File: config.mk
export PLATFORM = sky130hd
export DESIGN_NAME = bcd_counter_ndigit
export DESIGN_NICKNAME = d
export VERILOG_FILES = /design/src/rtl/bcd_counter_ndigit.sv
export SDC_FILE = /design/constraint.sdc
export NUM_CORES = 1
export LEC_CHECK = 0
export CORE_MARGIN = 2
export CORE_UTILIZATION = 42
export CTS_BUF_LIST = sky130_fd_sc_hd__clkbuf_4 sky130_fd_sc_hd__clkbuf_8
export CTS_CLUSTER_DIAMETER = 80
export DETAILED_ROUTE_END_ITERATION = 8
export PLACE_DENSITY = 0.77
export SLEW_MARGIN = 20
export SYNTH_ARGS = -nofsm -noshare
export SYNTH_HDL_FRONTEND = slang
export SYNTH_SLANG_ARGS = --single-unit
export TNS_END_PERCENT = 5
File: constraint.sdc
create_clock -name clk -period 2.3 [get_ports clk]
set_input_delay 0.345 -clock clk [delete_from_list [all_inputs] [get_ports clk]]
set_output_delay 0.345 -clock clk [all_outputs]
set_load 0.01 [all_outputs]
File: src/rtl/bcd_counter_ndigit.sv
// Parametrised N-digit BCD up/down counter with clear, load, wrap/saturate,
// terminal-count flag and one-cycle overflow pulse. Carry resolves in one edge.
module bcd_counter_ndigit #(
  parameter int DIGITS   = 4,
  parameter bit SATURATE = 1'b0
) (
  input  logic                clk,
  input  logic                rst,
  input  logic                en,
  input  logic                up,
  input  logic                clr,
  input  logic                load,
  input  logic [4*DIGITS-1:0] load_val,
  output logic [4*DIGITS-1:0] cnt,
  output logic                tc,
  output logic                ovf
);

  logic [4*DIGITS-1:0] r_cnt;
  logic                r_ovf;
  logic [4*DIGITS-1:0] w_cnt_next;
  logic                w_ovf_next;
  logic [DIGITS-1:0]   w_step9;   // digits below k are all 9
  logic [DIGITS-1:0]   w_step0;   // digits below k are all 0
  logic                w_all9;
  logic                w_all0;
  logic                w_boundary;

  function automatic logic [3:0] clamp_digit(input logic [3:0] d);
    return (d > 4'd9) ? 4'd9 : d;
  endfunction

  function automatic logic [3:0] inc_digit(input logic [3:0] d);
    return (d == 4'd9) ? 4'd0 : d + 4'd1;
  endfunction

  function automatic logic [3:0] dec_digit(input logic [3:0] d);
    return (d == 4'd0) ? 4'd9 : d - 4'd1;
  endfunction

  // Prefix chains kept in local variables so no vector feeds back on itself.
  always_comb begin
    logic run9;
    logic run0;
    run9 = 1'b1;
    run0 = 1'b1;
    for (int k = 0; k < DIGITS; k++) begin
      w_step9[k] = run9;
      w_step0[k] = run0;
      run9 = run9 & (r_cnt[4*k +: 4] == 4'd9);
      run0 = run0 & (r_cnt[4*k +: 4] == 4'd0);
    end
    w_all9 = run9;
    w_all0 = run0;
  end

  assign w_boundary = up ? w_all9 : w_all0;

  // NOTE: every output of this block gets a default first, so no path leaves
  // a variable unassigned and no latch is inferred.
  always_comb begin
    w_cnt_next = r_cnt;
    w_ovf_next = 1'b0;
    if (clr) begin
      w_cnt_next = '0;
    end else if (load) begin
      for (int k = 0; k < DIGITS; k++)
        w_cnt_next[4*k +: 4] = clamp_digit(load_val[4*k +: 4]);
    end else if (en) begin
      w_ovf_next = w_boundary;
      if (!(w_boundary && SATURATE)) begin
        for (int k = 0; k < DIGITS; k++) begin
          if (up && w_step9[k])
            w_cnt_next[4*k +: 4] = inc_digit(r_cnt[4*k +: 4]);
          else if (!up && w_step0[k])
            w_cnt_next[4*k +: 4] = dec_digit(r_cnt[4*k +: 4]);
        end
      end
    end
  end

  // NOTE: sequential state uses non-blocking assignments so every register
  // samples pre-edge values regardless of process ordering.
  always_ff @(posedge clk or negedge rst) begin
    if (!rst) begin
      r_cnt <= '0;
      r_ovf <= 1'b0;
    end else begin
      r_cnt <= w_cnt_next;
      r_ovf <= w_ovf_next;
    end
  end

  assign cnt = r_cnt;
  assign ovf = r_ovf;
  assign tc  = w_boundary;

endmodule

==> impl_summary.log, run 1 <==
INFO  metric reg2reg_from = cnt[1]
INFO  metric finalHoldViolations = 0
INFO  metric die-area = 4910 µm²
INFO  metric post-route-min-period = 2.16 ns
INFO  metric path_clk_slew = 0.08 ns
INFO  metric floorplan.io_pins = 40
INFO  metric cp.arrival = 1.81 ns
INFO  metric num_rows = 24
INFO  metric rsz0062_at_grt = no
INFO  metric cts_tree = yes
INFO  metric dpl_worst_slack = -0.318 ns
INFO  metric tightest_slew = 0.388 ns
INFO  metric worst_setup_path_start_kind = flop
INFO  metric count_of_clock_tree_sinks = 17
INFO  metric cts.path.max_buffers = 2
INFO  metric final_nets = 335
INFO  metric timing.reg2reg.setup_slack = 0.19 ns
INFO  metric post_detailed_route_count_of_antenna_violating_nets = 0
INFO  metric drc = 0
INFO  metric timing.max_cap.violations = 0
INFO  metric layout.cell_area.non_filler = 2620 µm²
INFO  metric post_dp_cell_area = 2520 µm²
INFO  metric p_total = 1.16 mW
INFO  metric routed_wirelength = 5230 µm
INFO  metric ys_seq_elements = 17
INFO  metric numCtsBuffers = 3
INFO  metric synth_area_per_cell = 8.11 µm²
INFO  metric power_leakage = 1.10 nW
INFO  metric timing.critical_path.to_type = primary output
INFO  metric crit_path_max_fanout = 2
INFO  metric area_growth_syn_to_layout = 42.7%
INFO  metric post_route_clock_period_utilization = 0.938
INFO  metric core-area = 4260 µm²
INFO  metric globalplace.congestion = 0.931
INFO  metric insertedDiodeCount = 0
INFO  metric final-max-slew-violation-count = 0
INFO  metric synth_edf_count = 0
INFO  metric max_clock_freq = 463 MHz
INFO  metric placedCellCount = 344
INFO  metric seqPwrFrac = 0.311
INFO  metric worst_path_max_delay_cell = sky130_fd_sc_hd__dfrtp_1
INFO  metric class_of_the_most_critical_hold_timing_path = in -> async
INFO  metric port_buffers = 39
INFO  metric worstPathCellList = inv_1 > ha_2 > nand3b_1 > or3_4 > o22a_1 > nor2_1 > buf_2
INFO  metric drt_iter0_markers = 141
INFO  metric maxSlewHeadroom = 0.741
INFO  metric cell_internal_power = 744 µW
INFO  metric powerDensity = 443 nW/µm²
INFO  metric critical-path-max-stage-delay = 0.38 ns
INFO  metric clock_root_buffer = sky130_fd_sc_hd__clkbuf_8
INFO  metric setup_viol_count_final = 0
INFO  metric pwr-share-clk = 0.220
INFO  metric skew = 0.00391 ns
INFO  metric post_synth_num_cell_types = 64
INFO  metric finalWorstSetupSlack = 0.142 ns
INFO  metric largest_net_degree_at_the_start_of_global_routing = 25
INFO  metric status = finished, final reports clean
INFO  metric global_route_wire_length_before_repair = 8910 µm
INFO  metric cp-startpoint = cnt[5]
INFO  metric fp.dieW = 70.1 µm
INFO  metric cts_htree_levels = 1
INFO  metric utilization = 0.613
INFO  metric postSynthCellCount = 226
INFO  metric syn-cell-area = 1830 µm²
INFO  metric power.ir.vdd_worst = 214 µV
INFO  metric groute.usage.overall = 0.223
INFO  metric via_count_of_the_first_global_routing_pass = 1,994
INFO  metric drt_pass1_iterations = 4
INFO  metric power.net_switching = 415 µW
INFO  metric ys_dominant_reg_cell = sky130_fd_sc_hd__dfrtp_1
INFO  metric sw_frac_of_total = 0.358
INFO  metric grt-ovfl-total = 0
INFO  metric route.detailed.vias_per_inst = 5.75
INFO  metric drive_above_1_share = 0.227
INFO  metric via_count = 2,017
INFO  metric route.detailed.wl_per_inst = 14.9 µm
INFO  metric worst_r2r_path_depth = 11
INFO  metric syn_nets = 261
INFO  metric final_cell_count_no_fill = 351
INFO  metric synth_warnings = 0
INFO  metric cp.required = 1.96 ns
INFO  metric post-dp-hpwl = 3930 µm
INFO  metric timing_worst_setup_path_type = reg -> out
INFO  metric start_util = 0.430
INFO  metric comb_power_share = 0.470
INFO  metric antenna_found_initial = 0
INFO  metric synthArstFlopShare = 1.00
INFO  metric die_span_in_y = 70.1 µm
INFO  metric worstSkewPairLatency = 0.26 ns
INFO  metric seq_area_frac_synth = 0.232
INFO  metric timing.rr.end = cnt[11]
[cell usage in the layout, fill, tap and decap left out, drive strengths merged, types with 5 or more instances in the layout]
| master | synthesis | layout |
|---|---|---|
| nand2 | 24 | 24 |
| buf | 8 | 44 |
| nand3b | 5 | 5 |
| dfrtp | 17 | 17 |
| inv | 17 | 17 |
| clkdlybuf4s50 | 0 | 37 |
| a21oi | 22 | 22 |
| ha | 13 | 13 |
| o31ai | 5 | 5 |
| nor2 | 14 | 14 |
| o21ai | 13 | 13 |
[synth_stat cells (all sizes together), types with 3 or more instances]
cell type | count | share of area
nand2 | 24 | 0.049
a21oi | 22 | 0.066
dfrtp | 17 | 0.23
inv | 17 | 0.035
nor2 | 14 | 0.030
ha | 13 | 0.089
o21ai | 13 | 0.035
buf | 8 | 0.028
clkbuf | 5 | 0.010
nand3b | 5 | 0.020
o31ai | 5 | 0.020
nand2b | 4 | 0.014
nand4 | 4 | 0.014
nor2b | 4 | 0.014
nor3b | 4 | 0.019
nor4b | 4 | 0.023
a211oi | 3 | 0.012
a221oi | 3 | 0.014
a22o | 3 | 0.019
a31oi | 3 | 0.010
nand3 | 3 | 0.0082
o22ai | 3 | 0.010
[state kept, by name, indices dropped and copies added, names as in the netlist]
register,flops
cnt,16
ovf,1
[how the worst max path moves through the flow]
stage / cells past startpoint / end / slack (ns)
floorplan: 6 / tc / 0.25
global placement: 6 / tc / -0.29
detailed placement: 6 / tc / -0.32
CTS: 7 / tc / 0.005
global route: 7 / tc / 0.04
finish: 7 / tc / 0.14
[routing by layer]
layer	wire length (µm)	track usage	share of wire	vias to the layer above
met5	0	0	0	-
met4	82	0.0855	0.016	0
met3	238	0.0317	0.045	10
met2	2610	0.390	0.50	64
met1	2300	0.277	0.44	943
li1	-	-	-	1000
[through the flow]
step	TNS [ns]	hold slack [ns]
floorplan	0	0.0494
global placement	-0.288	0.601
detailed placement	-0.318	0.611
CTS	0	0.414
global route	0	0.454
finish	0	0.411
[power by group through the flow]
stage               Clock [mW]  Sequential [mW]  Combinational [mW]
detailed placement           0            0.363               0.527
global placement             0            0.361               0.523
finish                   0.255            0.360               0.544
CTS                      0.262            0.359               0.538
floorplan                    0            0.377               0.267
global route             0.276            0.365               0.597
[timing repair]
item	4_1_cts	5_1_grt
pin swaps	0	1
hold buffers	0	0
buffers inserted	1	2
resized for setup	9	4
setup endpoints to repair	1	1
[critical path, delay by kind of cell, from the launching register on]
family,cells,cell delay (ns)
AND/OR/NAND/NOR,3,0.57
flip-flops,1,0.38
buffers and inverters,2,0.22
AO/OA/AOI/OAI,1,0.20
adder cells (fa/ha/maj),1,0.18
[layout make-up]
class / instances / area [µm²]
Clock buffer: 4 / 48.8
Inverter: 17 / 63.8
Tap cell: 52 / 65.1
Sequential cell: 17 / 425
Timing Repair Buffer: 82 / 707
Fill cell: 391 / 1650
Multi-Input combinational cell: 179 / 1310
[logic make-up (layout without fill, tap and decap cells)]
group | after synthesis | after routing | synth area share
adder cells (fa/ha/maj) | 13 | 13 | 0.0887
AND/OR/NAND/NOR | 78 | 78 | 0.253
buffers and inverters | 30 | 103 | 0.0730
flip-flops | 17 | 17 | 0.232
AO/OA/AOI/OAI | 83 | 83 | 0.328
XOR/XNOR | 3 | 3 | 0.0143
multiplexers | 2 | 2 | 0.0109
(Power assumes the default switching activity.)
==> inputs of run 2 (changes only) <==
--- a/config.mk
+++ b/config.mk
@@ -6,11 +6,11 @@
 export NUM_CORES = 1
 export LEC_CHECK = 0
 export CORE_MARGIN = 2
-export CORE_UTILIZATION = 42
+export CORE_UTILIZATION = 30
 export CTS_BUF_LIST = sky130_fd_sc_hd__clkbuf_4 sky130_fd_sc_hd__clkbuf_8
 export CTS_CLUSTER_DIAMETER = 80
 export DETAILED_ROUTE_END_ITERATION = 8
-export PLACE_DENSITY = 0.77
+export PLACE_DENSITY = 0.61
 export SLEW_MARGIN = 20
 export SYNTH_ARGS = -nofsm -noshare
 export SYNTH_HDL_FRONTEND = slang
==> run 2 against run 1 <==
Against the previous run:
- setup slack worse by 0.028 ns
- sequential power about the same
- cell area up 0.14%
- first-iteration DRC count up 15%
- non-clock buffer count down 3
- fmax down 1.3%
- global-route usage down 5.8 points
- sequential cell count unchanged
- die area up 38%
- core utilization down 17 points
- worst hold slack better by 0.0022 ns
- count of clock-buffer cells in the layout unchanged
- largest power group unchanged
==> impl_summary.log, run 2 (synthesis results as in run 1) <==
INFO  metric status = finished, final reports clean
INFO  metric finalHoldWorstSlack = 0.413 ns (+0.00224 ns)
INFO  metric final-max-slew-violation-count = 0 (unchanged)
INFO  metric worst_path_max_delay_cell = sky130_fd_sc_hd__dfrtp_1
INFO  metric worstPathCellList = inv_2 > buf_4 > ha_1 > nor4b_4 > nand3_1 > o22a_1 > nor2_1 > buf_2
INFO  metric worst_r2r_path_depth = 11 (unchanged)
INFO  metric final_nets = 332 (-0.90%)
INFO  metric die-area = 6750 µm² (+38%)
INFO  metric utilization = 0.442 (-0.171)
INFO  metric drive_above_1_share = 0.216 (-0.0112)
INFO  metric core-area = 5920 µm² (+39%)
INFO  metric cp.required = 1.96 ns (about the same)
INFO  metric maxSlewHeadroom = 0.745 (+0.00396)
INFO  metric grt-ovfl-total = 0 (unchanged)
INFO  metric worst_setup_path_start_kind = flop
INFO  metric drt_iter0_markers = 162 (+15%)
INFO  metric route.detailed.wl_per_inst = 14.4 µm (-3.2%)
INFO  metric class_of_the_most_critical_hold_timing_path = in -> async
INFO  metric post-dp-hpwl = 4060 µm (+3.4%)
INFO  metric clock_root_buffer = sky130_fd_sc_hd__clkbuf_8
INFO  metric timing.critical_path.to_type = primary output
INFO  metric crit_path_max_fanout = 2 (unchanged)
INFO  metric route.detailed.vias_per_inst = 5.35 (-6.8%)
INFO  metric start_util = 0.310 (-0.120)
INFO  metric floorplan.io_pins = 40 (unchanged)
INFO  metric drc = 0 (unchanged)
INFO  metric count_of_clock_tree_sinks = 17 (unchanged)
INFO  metric power.ir.vdd_worst = 333 µV (+55%)
INFO  metric reg2reg_from = cnt[1]
INFO  metric skew = 0.00585 ns (+0.00193 ns)
INFO  metric critPathTopFamily = simple AND/OR/NAND/NOR gates
INFO  metric port_buffers = 39 (unchanged)
INFO  metric largest_net_degree_at_the_start_of_global_routing = 25 (unchanged)
INFO  metric post_dp_cell_area = 2540 µm² (+0.84%)
INFO  metric critical-path-max-stage-delay = 0.39 ns (about the same)
INFO  metric powerDensity = 440 nW/µm² (-0.73%)
INFO  metric area_growth_syn_to_layout = 42.9%
INFO  metric layout_common_cells = sky130_fd_sc_hd__buf_4, sky130_fd_sc_hd__clkdlybuf4s50_1, sky130_fd_sc_hd__nand2_1
INFO  metric post_route_clock_period_utilization = 0.950 (+0.0121)
INFO  metric globalplace.congestion = 0.858 (-7.9%)
INFO  metric timing.reg2reg.setup_slack = 0.18 ns (about the same)
INFO  metric power_leakage = 1.08 nW (-1.4%)
INFO  metric post-route-min-period = 2.19 ns (+0.0278 ns)
INFO  metric worstSkewPairLatency = 0.26 ns (about the same)
INFO  metric finalHoldViolations = 0 (unchanged)
INFO  metric cp.arrival = 1.84 ns (+0.03 ns)
INFO  metric layout.cell_area.non_filler = 2620 µm² (+0.14%)
INFO  metric post_detailed_route_count_of_antenna_violating_nets = 0 (unchanged)
INFO  metric timing.max_cap.violations = 0 (unchanged)
INFO  metric path_clk_slew = 0.07 ns (about the same)
INFO  metric setup_total_negative_slack = 0 ns (unchanged)
INFO  metric max_clock_freq = 458 MHz (-1.3%)
INFO  metric cts.path.max_buffers = 2 (unchanged)
INFO  metric setup_viol_count_final = 0 (unchanged)
INFO  metric routed_wirelength = 5350 µm (+2.3%)
INFO  metric die_span_in_y = 82.2 µm (+17%)
INFO  metric largest_register_ffs = 16 (unchanged)
INFO  metric antenna_found_initial = 0 (unchanged)
INFO  metric groute.usage.overall = 0.165 (-0.0585)
INFO  metric numCtsBuffers = 3 (unchanged)
INFO  metric tightest_slew = 0.372 ns (-0.0156 ns)
INFO  metric most_common_library_cell_in_the_layout_ignoring_fill_and_taps = sky130_fd_sc_hd__buf_4
INFO  metric timing.rr.end = cnt[9]
INFO  metric drt_pass1_iterations = 4 (unchanged)
INFO  metric via_count_of_the_first_global_routing_pass = 1,810 (-9.2%)
INFO  metric insertedDiodeCount = 0 (unchanged)
INFO  metric timing_worst_setup_path_type = reg -> out
INFO  metric fp.dieW = 82.2 µm (+17%)
INFO  metric cts_tree = yes
INFO  metric via_count = 1,986 (-1.5%)
INFO  metric global_route_wire_length_before_repair = 8670 µm (-2.7%)
INFO  metric cp.buffers_inverters = 3 (+1)
INFO  metric cts_htree_levels = 1 (unchanged)
INFO  metric num_rows = 28 (+17%)
run 2: cell count changes in the layout (fill, tap and decap cells not counted), sizes merged:
cell  change
buf       -3
run 2: metrics by stage:
step / setup slack [ns] / power (mW) / std cells
global placement: -0.354 / 0.887 / 366
floorplan: 0.251 / 0.644 / 226
detailed placement: -0.354 / 0.892 / 366
global route: -0.0170 / 1.23 / 371
finish: 0.115 / 1.15 / 371
CTS: 0.00902 / 1.16 / 370
run 2: power breakdown:
part | internal [mW] | switching (mW) | leakage [nW] | total (mW)
sequential | 0.325 | 0.0314 | 0.223 | 0.357
combinational | 0.281 | 0.264 | 0.834 | 0.545
clock | 0.135 | 0.115 | 0.0262 | 0.250
total | 0.741 | 0.411 | 1.08 | 1.15
run 2: repair_timing:
action	CTS	global route
pin swaps	0	2
endpoints found under the hold margin	0	0
hold buffers	0	0
setup endpoints to repair	1	1
resized for setup	11	1
setup buffers	0	1
run 2: worst max path at each step:
stage                       from  to  slack (ns)  cells past startpoint
after floorplan           cnt[0]  tc        0.25                      6
after global placement        up  tc       -0.35                      6
after detailed placement      up  tc       -0.35                      6
after CTS                 cnt[9]  tc       0.009                      7
after global routing      cnt[1]  tc       -0.02                      8
final                     cnt[1]  tc        0.11                      8
run 2: worst register-to-register path: stages, from the launching register on:
cell and delay (ns):
sky130_fd_sc_hd__dfrtp_1 0.36, sky130_fd_sc_hd__inv_2 0.06, sky130_fd_sc_hd__buf_4 0.12, sky130_fd_sc_hd__ha_1 0.20, sky130_fd_sc_hd__nor4b_4 0.14, sky130_fd_sc_hd__buf_4 0.14, sky130_fd_sc_hd__buf_4 0.14, sky130_fd_sc_hd__a22o_4 0.24
sky130_fd_sc_hd__a21oi_2 0.21, sky130_fd_sc_hd__buf_4 0.16, sky130_fd_sc_hd__nor2_1 0.04, sky130_fd_sc_hd__a22o_1 0.20
run 2: routing by layer:
| metal | up-vias | GRT usage | routed length [µm] |
|---|---|---|---|
| met4 | 0 | 0.0300 | 46 |
| met3 | 6 | 0.0359 | 377 |
| met5 | - | 0 | 0 |
| li1 | 995 | - | - |
| met2 | 63 | 0.272 | 2460 |
| met1 | 922 | 0.223 | 2470 |
run 2: layout make-up:
class,instances,area [µm²]
tap,75,93.8
multi-input combinational,179,1300
clock buffer,4,48.8
fill,603,3300
sequential,17,425
timing repair buffer,79,684
inverter,17,63.8
